**src/rtl/huff_pkg.sv**
```systemverilog
// Shared types and constants for the Huffman symbol packer.
package huff_pkg;

  localparam int SYM_W  = 4;
  localparam int BYTE_W = 8;

  localparam logic [3:0] LEN1       = 4'd1;
  localparam logic [3:0] LEN4       = 4'd4;
  localparam logic [3:0] LEN5       = 4'd5;
  localparam logic [3:0] LEN6       = 4'd6;
  localparam logic [3:0] LEN_IDLE0  = 4'd0;
  localparam logic [3:0] LEN_IDLE10 = 4'd10;

  typedef enum logic {EMPTY, HALF} pack_state_e;

endpackage

```
**src/rtl/huff_byte_fifo.sv**
```systemverilog
// First-word-fall-through byte FIFO; push when full without a simultaneous pop is ignored.
module huff_byte_fifo #(
  parameter int DEPTH = 8,
  parameter int W     = 8,
  parameter int AW    = $clog2(DEPTH)
) (
  input  logic          clk,
  input  logic          rst,
  input  logic          push_i,
  input  logic [W-1:0]  push_dat_i,
  input  logic          pop_i,
  output logic [W-1:0]  head_o,
  output logic          empty_o,
  output logic          full_o,
  output logic [AW:0]   count_o
);

  logic [W-1:0]  mem_q [DEPTH];
  logic [AW-1:0] rd_q, wr_q;
  logic [AW:0]   count_q;
  logic          do_push, do_pop;

  assign empty_o = (count_q == '0);
  assign full_o  = (count_q == (AW+1)'(DEPTH));
  assign count_o = count_q;
  assign head_o  = mem_q[rd_q];

  // A pop frees a slot in the same cycle, so a full FIFO can still accept.
  assign do_pop  = pop_i && !empty_o;
  assign do_push = push_i && (!full_o || do_pop);

  always_ff @(posedge clk) begin
    if (!rst) begin
      rd_q    <= '0;
      wr_q    <= '0;
      count_q <= '0;
      for (int i = 0; i < DEPTH; i++) mem_q[i] <= '0;
    end else begin
      if (do_push) begin
        mem_q[wr_q] <= push_dat_i;
        wr_q        <= wr_q + 1'b1;
      end
      if (do_pop) rd_q <= rd_q + 1'b1;
      case ({do_push, do_pop})
        2'b10:   count_q <= count_q + 1'b1;
        2'b01:   count_q <= count_q - 1'b1;
        default: count_q <= count_q;
      endcase
    end
  end

endmodule

```
**src/rtl/huffman_symbol_packer.sv**
```systemverilog
// Packs decoded 4-bit symbols MSB-nibble-first into bytes, buffers them in a FIFO
// and streams them out on valid/ready while keeping saturating symbol/bit counts.
module huffman_symbol_packer
  import huff_pkg::*;
#(
  parameter int               FIFO_DEPTH = 8,
  parameter logic [SYM_W-1:0] PAD_NIBBLE = 4'h0,
  parameter int               CNT_W      = 16
) (
  input  logic              clk,
  input  logic              rst,
  input  logic [SYM_W-1:0]  dec_data,
  input  logic [3:0]        dec_len,
  input  logic              dec_ready,
  input  logic              flush,
  output logic [BYTE_W-1:0] out_data,
  output logic              out_valid,
  input  logic              out_ready,
  output logic              overflow,
  output logic              len_err,
  output logic [CNT_W-1:0]  sym_count,
  output logic [CNT_W-1:0]  bit_count,
  output logic              busy
);

  localparam int AW = $clog2(FIFO_DEPTH);

  pack_state_e       state_q, state_d;
  logic [SYM_W-1:0]  hold_q, hold_d;
  logic              overflow_q, len_err_q;
  logic [CNT_W-1:0]  sym_q, bit_q, sym_d, bit_d;
  logic [CNT_W:0]    sym_sum, bit_sum;
  logic              sym_stb, len_legal, len_idle;
  logic              push;
  logic [BYTE_W-1:0] push_byte;
  logic              pop, fifo_empty, fifo_full;
  logic [AW:0]       fifo_cnt;

  assign len_legal = (dec_len == LEN1) || (dec_len == LEN4) ||
                     (dec_len == LEN5) || (dec_len == LEN6);
  assign len_idle  = (dec_len == LEN_IDLE0) || (dec_len == LEN_IDLE10);
  assign sym_stb   = dec_ready && len_legal;

  always_comb begin
    state_d   = state_q;
    hold_d    = hold_q;
    push      = 1'b0;
    push_byte = '0;
    case (state_q)
      EMPTY: begin
        if (sym_stb && flush) begin
          push      = 1'b1;
          push_byte = {dec_data, PAD_NIBBLE};
        end else if (sym_stb) begin
          hold_d  = dec_data;
          state_d = HALF;
        end
      end
      HALF: begin
        // A completing symbol takes priority; a concurrent flush has nothing left to pad.
        if (sym_stb) begin
          push      = 1'b1;
          push_byte = {hold_q, dec_data};
          state_d   = EMPTY;
        end else if (flush) begin
          push      = 1'b1;
          push_byte = {hold_q, PAD_NIBBLE};
          state_d   = EMPTY;
        end
      end
      default: state_d = EMPTY;
    endcase
  end

  assign sym_sum = {1'b0, sym_q} + 1'b1;
  assign bit_sum = {1'b0, bit_q} + {{(CNT_W-3){1'b0}}, dec_len};
  assign sym_d   = sym_sum[CNT_W] ? '1 : sym_sum[CNT_W-1:0];
  assign bit_d   = bit_sum[CNT_W] ? '1 : bit_sum[CNT_W-1:0];

  always_ff @(posedge clk) begin
    if (!rst) begin
      state_q    <= EMPTY;
      hold_q     <= '0;
      overflow_q <= 1'b0;
      len_err_q  <= 1'b0;
      sym_q      <= '0;
      bit_q      <= '0;
    end else begin
      state_q <= state_d;
      hold_q  <= hold_d;
      if (push && fifo_full && !pop)                overflow_q <= 1'b1;
      if (dec_ready && !len_legal && !len_idle)     len_err_q  <= 1'b1;
      if (sym_stb) begin
        sym_q <= sym_d;
        bit_q <= bit_d;
      end
    end
  end

  huff_byte_fifo #(.DEPTH(FIFO_DEPTH), .W(BYTE_W)) u_fifo (
    .clk        (clk),
    .rst        (rst),
    .push_i     (push),
    .push_dat_i (push_byte),
    .pop_i      (pop),
    .head_o     (out_data),
    .empty_o    (fifo_empty),
    .full_o     (fifo_full),
    .count_o    (fifo_cnt)
  );

  assign out_valid = (fifo_cnt != '0);
  assign pop       = out_valid && out_ready;
  assign busy      = (state_q == HALF) || !fifo_empty;
  assign overflow  = overflow_q;
  assign len_err   = len_err_q;
  assign sym_count = sym_q;
  assign bit_count = bit_q;

endmodule

```
**config.mk**
```make
export PLATFORM = sky130hd
export DESIGN_NAME = huffman_symbol_packer
export DESIGN_NICKNAME = d
export VERILOG_FILES = /design/src/rtl/huff_pkg.sv /design/src/rtl/huff_byte_fifo.sv /design/src/rtl/huffman_symbol_packer.sv
export SDC_FILE = /design/constraint.sdc
export NUM_CORES = 1
export LEC_CHECK = 0
export ABC_AREA = 1
export CORE_UTILIZATION = 50
export DETAILED_ROUTE_END_ITERATION = 7
export PLACE_DENSITY = 0.71
export SETUP_SLACK_MARGIN = 0.4
export SLEW_MARGIN = 10
export SYNTH_ARGS = -nofsm -noshare
export SYNTH_HDL_FRONTEND = slang
export SYNTH_SLANG_ARGS = --single-unit
```
**constraint.sdc**
```tcl
create_clock -name clk -period 2.44 [get_ports clk]
set_input_delay 0.244 -clock clk [delete_from_list [all_inputs] [get_ports clk]]
set_output_delay 0.244 -clock clk [all_outputs]
set_load 0.01 [all_outputs]
```
* Yosys cells after proc, flatten, opt, wreduce, memory -nomap -nowiden *
Memory sizes are Yosys's and may differ from the RTL's. A register that Yosys moved wholly into a read port is not among the register bits.
Cells that the tools add are included.

cells by class
  bitwise logic cells = 2
  muxes and demuxes = 25
  equality and inequality tests = 8
  add/sub/neg operators = 6
  reductions and logical operators = 26

operators by type and width
  kind                                                                   number
  16-bit 2-to-1 mux                                                      2
  8-bit 2-to-1 mux                                                       4
  16-bit by 1-bit adder with 17-bit output, second input constant        1
  16-bit by 4-bit adder with 17-bit output                               1
  8-bit one-hot mux with 2 select lines                                  1
  4-bit by 3-bit equality test with 1-bit output, second input constant  3
  1-bit 2-to-1 mux                                                       12
  1-bit logical AND                                                      9
  3-bit 2-to-1 mux                                                       3
  4-bit equality test, second input constant                             2
  4-bit logical NOT                                                      2
  4-bit one-hot mux with 2 select lines                                  1
  8-bit OR reduction                                                     1
  3-bit by 1-bit adder with 3-bit output, second input constant          2
  1-bit logical OR                                                       6
  1-bit logical NOT                                                      5
  4-bit by 1-bit adder with 4-bit output, second input constant          1
  4-bit by 1-bit equality test with 1-bit output, second input constant  1
  1-bit one-hot mux with 2 select lines                                  2
  4-bit nonzero test                                                     1
  4-bit by 1-bit subtractor with 4-bit output, second input constant     1
  3-bit AND reduction                                                    1
  2-bit by 1-bit equality test with 1-bit output, second input constant  1
  2-bit equality test, second input constant                             1
  other kinds (2)                                                        3

storage, ports and cells
  word-level logic and storage cells = 77
  memories kept = 1
  memory bits (writable) = 64
  bits in registers = 49

memories
  name          depth  width  read ports  clocked after Yosys merged registers in  wr ports  RTL line              text
  u_fifo.mem_q  8      8      1           1                                        8         huff_byte_fifo.sv:18  logic [W-1:0] mem_q [DEPTH];

* Depth between registers and ports, before layout *
Gate-level depths: netlist (run 1).

  word-level depth = 14
  mapped depth = 16
  gate-level depth less buffers = 16

* Modules after synthesis *
Synthesis (run 1) repeated with hierarchy kept, for this count alone.

second synthesis, totals
  cells, all modules = 704
  area total of the unflattened synthesis = 5973.2 µm²

by module, submodules not included
  module                 cells each  instances  area each (µm²)  seq. area each (µm²)
  huff_byte_fifo         342         1          3559.7           2182.1
  huffman_symbol_packer  362         1          2413.6           780.7

* Worst setup path after synthesis (run 1) *
No wires, ideal clock.

  path kind = register to register
  start point = reg bit_q[0], in the netlist bit_count[0]
  end point = reg bit_q[7], in the netlist bit_count[7]
  arrival = 1.956 ns
  cell stages (with the launch flop) = 15
  period minus slack after synthesis = 2.013 ns
  slack = 0.427 ns
  cell sequence = dfxtp_1 -> ha_1 -> inv_1 -> fa_1 -> inv_1 -> nand3_1 -> nand2_1 -> nand2_1 -> nor2_1 -> nand2_1 -> nor2_1 -> nand2_1 -> nand3b_1 -> nand2_1 -> inv_1

between the ends
  longest elaborated chain between the ends = 2

ends and longest elaborated chain
  item                                      RTL line                     text
  start: declaration                        huffman_symbol_packer.sv:31  logic [CNT_W-1:0] sym_q, bit_q, sym_d, bit_d;
  start signal: assignment                  huffman_symbol_packer.sv:95  bit_q <= bit_d;
  16-bit by 4-bit adder with 17-bit output  huffman_symbol_packer.sv:76  assign bit_sum = {1'b0, bit_q} + {{(CNT_W-3){1'b0}}, dec_len};
  16-bit 2-to-1 mux                         huffman_symbol_packer.sv:78  assign bit_d = bit_sum[CNT_W] ? '1 : bit_sum[CNT_W-1:0];

No other way between the ends.
A chain may end at the register's enable or synchronous reset.

==> flow_metrics.env, run 1 <==
export IMPL_cts_hold_buf=0
export IMPL_crit_path_top_delay_cell="dfxtp_4"
export IMPL_synth_cell_types=35
export IMPL_crit_path_start_kind="flip-flop"
export IMPL_htree_levels=4
export IMPL_num_vias=5098
export IMPL_die_width_um=108
export IMPL_synth_seq_cells=116
export IMPL_grt_busiest_layer="met2"
export IMPL_drive_gt1_frac=0.154
export IMPL_crit_buf_inv=4
export IMPL_critical_path_top_delay_family="buffers and inverters"
export IMPL_synth_area_leaders="edfxtp_1, dfxtp_1, nor2_1"
export IMPL_netSwitchingPower_mw=1.90
export IMPL_worst_path_largest_cell_delay_ns=0.40
export IMPL_async_flop_share=0
export IMPL_synth_most_common_cell="nor2_1"
export IMPL_ys_seq_area_frac=0.523
export IMPL_grt_antenna_before_repair=0
export IMPL_powerDensity_nw_per_um2=865
export IMPL_die_height_um=108
export IMPL_critPathCapture="out_data[6]"
export IMPL_ff2ff_setup_slack_ns=0.55
export IMPL_yosysTopAreaCell="edfxtp_1"
export IMPL_insertion_delay_ns=0.41
export IMPL_r2r_cells=13
export IMPL_combinationalPowerShare=0.260
export IMPL_ff_latch_area_sq_um=2970
export IMPL_worstPathCellList="clkinvlp_4, buf_4, buf_4, o21ai_1, a31oi_1, clkdlybuf4s15_2"
export IMPL_multi_input_area_sq_um=2490
export IMPL_start_util=0.518
export IMPL_drc=0
export IMPL_timing_final_ws_setup_ns=0.419
export IMPL_p_int_mw=4.48
export IMPL_globalRouteOverflowTotal=0
export IMPL_max_slew_margin=0.670
export IMPL_layout_nets=802
export IMPL_cts_made_buffers=17
export IMPL_synth_cells=682
export IMPL_period_share=0.828
export IMPL_post_drt_via_cell_ratio=5.47
export IMPL_ys_warn_count=0
export IMPL_drtAntennaViolNets=0
export IMPL_cts_max_path_buffers=2
export IMPL_hold_viol_final=0
export IMPL_worstMarginPinSlew_ns=0.494
export IMPL_grt_pass1_vias=4966
export IMPL_grt_usage=0.268
export IMPL_fillers=914
export IMPL_clock_skew_ns=0.0132
export IMPL_crit_type="flip-flop to output pin"
export IMPL_critPathCaptureType="output pin"
export IMPL_post_place_ws_ns=-0.0497
export IMPL_n_antenna_cell=0
export IMPL_area_delta_synth_final_pct=30.2
export IMPL_grt_first_pass_wirelength_um=23700
export IMPL_fmax_ghz=0.495
export IMPL_setup_viol=0
export IMPL_worstPathArrival_ns=1.78
export IMPL_rr_startpoint="bit_count[0]$_SDFFE_PN0P_"
export IMPL_synth_top_area_frac=0.339
export IMPL_root_buffer="clkbuf_16"
export IMPL_io_buffers=56
export IMPL_timing_critical_path_mode_cell="buf_4"
export IMPL_dr_pass1_iters=6
export IMPL_core_area_sq_um=10900
export IMPL_leakage_nw=2.88
export IMPL_placed_cells=897
export IMPL_syn_area_sq_um=5660
export IMPL_use_met2=0.447
export IMPL_num_rows=38
export IMPL_outcome="finished, final reports clean"
export IMPL_wirelength_um=14600
export IMPL_p_clk_frac=0.379
export IMPL_grt_use_met1=0.322
export IMPL_maxCapViolations=0
export IMPL_ir_drop_v=0.000579
export IMPL_hold_ws_ns=0.386
export IMPL_synth_common_cells="nor2_1, nand2_1, edfxtp_1"
export IMPL_maxSlewViolCount=0
export IMPL_cts_sinks=116
export IMPL_rsz0062_at_grt="true"
export IMPL_cts_tree="done"
export IMPL_path_depth=6
export IMPL_grt_use_met3=0.0741
export IMPL_grt_max_degree=29
export IMPL_holdCritPathClass="input pin to flip-flop"
export IMPL_syn_nets=704
export IMPL_syn_area_per_cell_sq_um=8.31
export IMPL_dieArea_sq_um=11800
export IMPL_tns_ns=0
export IMPL_p_total_mw=6.38
export IMPL_fin_cells=932
export IMPL_p_seq_frac=0.361
export IMPL_required_ns=2.20
export IMPL_min_period_ns=2.02
export IMPL_dp_hpwl_um=9770
export IMPL_worst_path_max_fanout=16
export IMPL_ios=57
export IMPL_swShare=0.298
export IMPL_routedWlPerCell_um=15.7
export IMPL_r2r_end="bit_count[8]$_SDFFE_PN0P_"
export IMPL_drt_initial_drc_count=347
export IMPL_gp_congestion=0.888
export IMPL_synth_edff_count=64
export IMPL_synthFlopType="edfxtp_1"
export IMPL_clk_pin_slew_ns=0.05
-- sequential cells by signal (all words and copies together) (netlist names), named ones only --
register / flops
bit_count: 16
hold_q: 4
len_err: 1
overflow: 1
state_q: 1
sym_count: 16
u_fifo.count_o: 4
u_fifo.mem_q: 64
u_fifo.rd_q: 3
u_fifo.wr_q: 3
-- worst register-to-register path, stage by stage (launching register included) --
cell and delay (ns):
dfxtp_2 0.34, ha_2 0.17, inv_1 0.05, fa_2 0.34
inv_2 0.07, nand3_2 0.07, nand2_2 0.08, nand2_2 0.08
nor2_4 0.13, inv_1 0.07, or2_2 0.27, nand3_1 0.08
nand2_1 0.05, inv_1 0.05
-- area by class of cell --
cell class                 instances  share of cell area
clock buffer                      19              0.0587
clock inverter                    12              0.0188
inverter                          61              0.0316
multi-input combinational        486               0.337
sequential                       116               0.403
tap                              140              0.0238
timing repair buffer              98               0.127
-- routing by layer --
layer  routed length, um  share of wire
met1                6110           0.42
met2                7270           0.50
met3                 914          0.063
met4                 292          0.020
met5                   0              0
-- worst min-delay path by stage --
stage	startpoint	to	slack, ns	cells after the start
after floorplan	dec_data[2]	hold_q[2]$_SDFFE_PN0P_	0.41	2
after global placement	hold_q[0]$_SDFFE_PN0P_	hold_q[0]$_SDFFE_PN0P_	0.43	2
after detailed placement	hold_q[0]$_SDFFE_PN0P_	hold_q[0]$_SDFFE_PN0P_	0.45	2
after CTS	hold_q[0]$_SDFFE_PN0P_	hold_q[0]$_SDFFE_PN0P_	0.45	2
after global routing	dec_len[0]	len_err$_SDFFE_PN0P_	0.42	4
final	dec_len[0]	len_err$_SDFFE_PN0P_	0.39	4
-- timing repair --
action | in CTS | in global routing
buffers inserted | 3 | 0
cloned | 1 | 0
resized for setup | 56 | 29
pin swaps | 6 | 4
setup endpoints to repair | 13 | 39
-- placed cells by master (no fill, tap or decap), types with 5 or more instances in the layout --
master           netlist  routed
nor2_1               152     147
nand2_1              103      96
edfxtp_1              64      64
inv_1                 60      58
dfxtp_1               52      49
clkdlybuf4s50_1        0      47
a21oi_1               40      40
o21ai_0               56      36
nand3_1               37      36
buf_4                  0      34
clkbuf_16              0      17
a31oi_1               14      14
o21ai_1                0      12
nand4_1               12      12
xor2_1                11      11
nand2_2                3      10
o21ai_2                0       8
o22ai_1                8       7
ha_1                   8       7
nand3b_1               6       6
nor3_1                 6       6
nor2_2                 2       5
nand2_4                5       5
buf_12                 0       5
-- per-stage QoR --
stage / util / area (sq um)
finish: 0.674 / 7370
global route: 0.674 / 7370
CTS: 0.672 / 7350
detailed placement: 0.609 / 6660
global placement: 0.609 / 6660
floorplan: - / 5660
-- power by group through the flow --
| stage | clock network [mW] | logic [mW] | registers, mW |
|---|---|---|---|
| finish | 2.42 | 1.66 | 2.31 |
| global route | 2.54 | 1.81 | 2.32 |
| CTS | 2.46 | 1.67 | 2.29 |
| detailed placement | 0 | 1.50 | 2.32 |
| global placement | 0 | 1.46 | 2.31 |
| floorplan | 0 | 0.892 | 2.28 |
-- cell families after synthesis --
| group | synth area share |
|---|---|
| AO/OA/AOI/OAI | 0.120 |
| XOR/XNOR | 0.0232 |
| buffers and inverters | 0.0532 |
| AND/OR/NAND/NOR | 0.260 |
| adder cells (fa/ha/maj) | 0.0212 |
| flip-flops | 0.523 |
Note: power is estimated with default switching activity, not from simulation.
==> inputs of run 2 (changes only) <==
==> constraint.sdc (replaced) <==
create_clock -name clk -period 2.1 [get_ports clk]
set_input_delay 0.21 -clock clk [delete_from_list [all_inputs] [get_ports clk]]
set_output_delay 0.21 -clock clk [all_outputs]
set_load 0.01 [all_outputs]
==> run 2 against run 1 <==
  * Clock skew is 0.0046 ns lower
  * Routed wire length up 4.2%
  * Cell area up 7.2%
  * Register-to-register slack worse by 0.34 ns
  * Critical endpoint unchanged
==> flow_metrics.env, run 2 (synthesized netlist as in run 1, its figures left out) <==
export IMPL_outcome="finished, final reports clean"
export IMPL_p_seq_frac=0.362
export IMPL_grt_antenna_before_repair=0
export IMPL_globalRouteOverflowTotal=0
export IMPL_leakage_nw=3.13
export IMPL_num_rows=38
export IMPL_ios=57
export IMPL_drtAntennaViolNets=0
export IMPL_use_met2=0.469
export IMPL_cts_tree="done"
export IMPL_p_clk_frac=0.332
export IMPL_post_drt_via_cell_ratio=5.52
export IMPL_grt_max_degree=29
export IMPL_placed_cell_area_sq_um=6930
export IMPL_ff_latch_area_sq_um=2990
export IMPL_postLayoutCellArea_sq_um=7900
export IMPL_grt_first_pass_wirelength_um=24300
export IMPL_gp_congestion=0.879
export IMPL_dp_hpwl_um=10100
export IMPL_drc=0
export IMPL_clk_pin_slew_ns=0.05
export IMPL_combinationalPowerShare=0.306
export IMPL_worstMarginPinSlew_ns=0.478
export IMPL_maxSlewViolCount=0
export IMPL_routedWlPerCell_um=15.8
export IMPL_setup_viol=0
export IMPL_worstPathArrival_ns=1.78
export IMPL_cts_made_buffers=17
export IMPL_grt_busiest_layer="met2"
export IMPL_rsz0062_at_grt="true"
export IMPL_max_slew_margin=0.681
export IMPL_drive_gt1_frac=0.262
export IMPL_holdCritPathClass="input pin to flip-flop"
export IMPL_p_int_mw=5.12
export IMPL_start_util=0.518
export IMPL_top_register="u_fifo.mem_q"
export IMPL_insertion_delay_ns=0.41
export IMPL_critPathCaptureType="output pin"
export IMPL_n_antenna_cell=0
export IMPL_fmax_ghz=0.504
export IMPL_num_vias=5331
export IMPL_ir_drop_v=0.000884
export IMPL_grt_use_met1=0.333
export IMPL_multi_input_area_sq_um=2760
export IMPL_netSwitchingPower_mw=2.37
export IMPL_die_height_um=108
export IMPL_largest_reg_flops=64
export IMPL_swShare=0.317
export IMPL_final_common_cell="nor2_1"
export IMPL_cts_hold_buf=0
export IMPL_cts_sinks=116
export IMPL_placed_cells=918
export IMPL_crit_type="flip-flop to output pin"
export IMPL_cts_max_path_buffers=2
export IMPL_fin_cells=965
export IMPL_hold_viol_final=0
export IMPL_required_ns=1.89
export IMPL_powerDensity_nw_per_um2=948
export IMPL_die_width_um=108
export IMPL_worst_path_max_fanout=8
export IMPL_period_share=0.945
export IMPL_root_buffer="clkbuf_16"
export IMPL_area_delta_synth_final_pct=39.5
export IMPL_dr_pass1_iters=5
export IMPL_p_total_mw=7.49
export IMPL_final_util=0.723
export IMPL_hold_ws_ns=0.388
export IMPL_clock_skew_ns=0.00864
export IMPL_io_buffers=56
export IMPL_maxCapViolations=0
export IMPL_grt_usage=0.272
export IMPL_crit_path_start_kind="flip-flop"
export IMPL_min_period_ns=1.99
export IMPL_grt_pass1_vias=5115
export IMPL_htree_levels=4
export IMPL_layout_common_cells="nor2_1, nand2_1, edfxtp_1"
export IMPL_dieArea_sq_um=11800
export IMPL_fillers=814
export IMPL_grt_use_met3=0.0675
export IMPL_wirelength_um=15200
export IMPL_layout_nets=834
export IMPL_core_area_sq_um=10900
export IMPL_drt_initial_drc_count=387
## run 2: cell types whose count changed in the layout (fill, tap and decap cells not counted), moves of 7 or more
cell     change
a21oi_1      -8
nor2_1      -12
a21oi_2      +8
dfxtp_1      -9
buf_4       +25
nand3_1      -7
nand2_1     -17
nand2_4     +11
## run 2: timing repair
action,in CTS,in global routing
endpoints found under the setup margin,157,71
gates resized for setup,77,69
cloned,2,0
setup buffers,7,6
pin swaps,31,34
## run 2: worst max-delay path, cell delays in order, from the launching register on
cell	delay, ns
dfxtp_4	0.39
buf_12	0.13
buf_16	0.13
nor2_1	0.06
nor2_1	0.13
o21ai_0	0.11
a31oi_1	0.23
buf_2	0.17
## run 2: power groups by stage
stage	clock network (mW)	registers, mW	logic (mW)
detailed placement	0	2.70	1.87
floorplan	0	2.66	1.08
CTS	2.50	2.69	2.14
global route	2.62	2.73	2.48
global placement	0	2.70	1.82
finish	2.49	2.71	2.29
## run 2: final timing paths
check	slack, ns	from	to	cells past startpoint
max reg2reg	0.21	bit_count[0]$_SDFFE_PN0P_	bit_count[10]$_SDFFE_PN0P_	14
min reg2reg	0.45	hold_q[0]$_SDFFE_PN0P_	hold_q[0]$_SDFFE_PN0P_	2
min	0.39	dec_len[0]	bit_count[0]$_SDFFE_PN0P_	4
max	0.11	flip-flop	out_data[6]	7
## run 2: layout make-up
cell class,instances,share of cell area
clock buffers,20,0.0565
clock inverters,12,0.00839
inverters,61,0.0306
multi-input cells,486,0.349
flip-flops and latches,116,0.378
well taps,140,0.0222
repair buffers,130,0.155
## run 2: per-layer routing
metal,up-vias,wire (um)
met5,-,0
met4,0,216
met3,26,1050
met2,215,7680
met1,2517,6260
li1,2573,-
## run 2: metrics by stage
stage	setup TNS (ns)	setup WS, ns
6_report	0	0.115
2_1_floorplan	0	0.258
5_1_grt	0	0.0835
3_5_place_dp	-19.90	-0.256
4_1_cts	0	0.132
3_3_place_gp	-13.40	-0.172
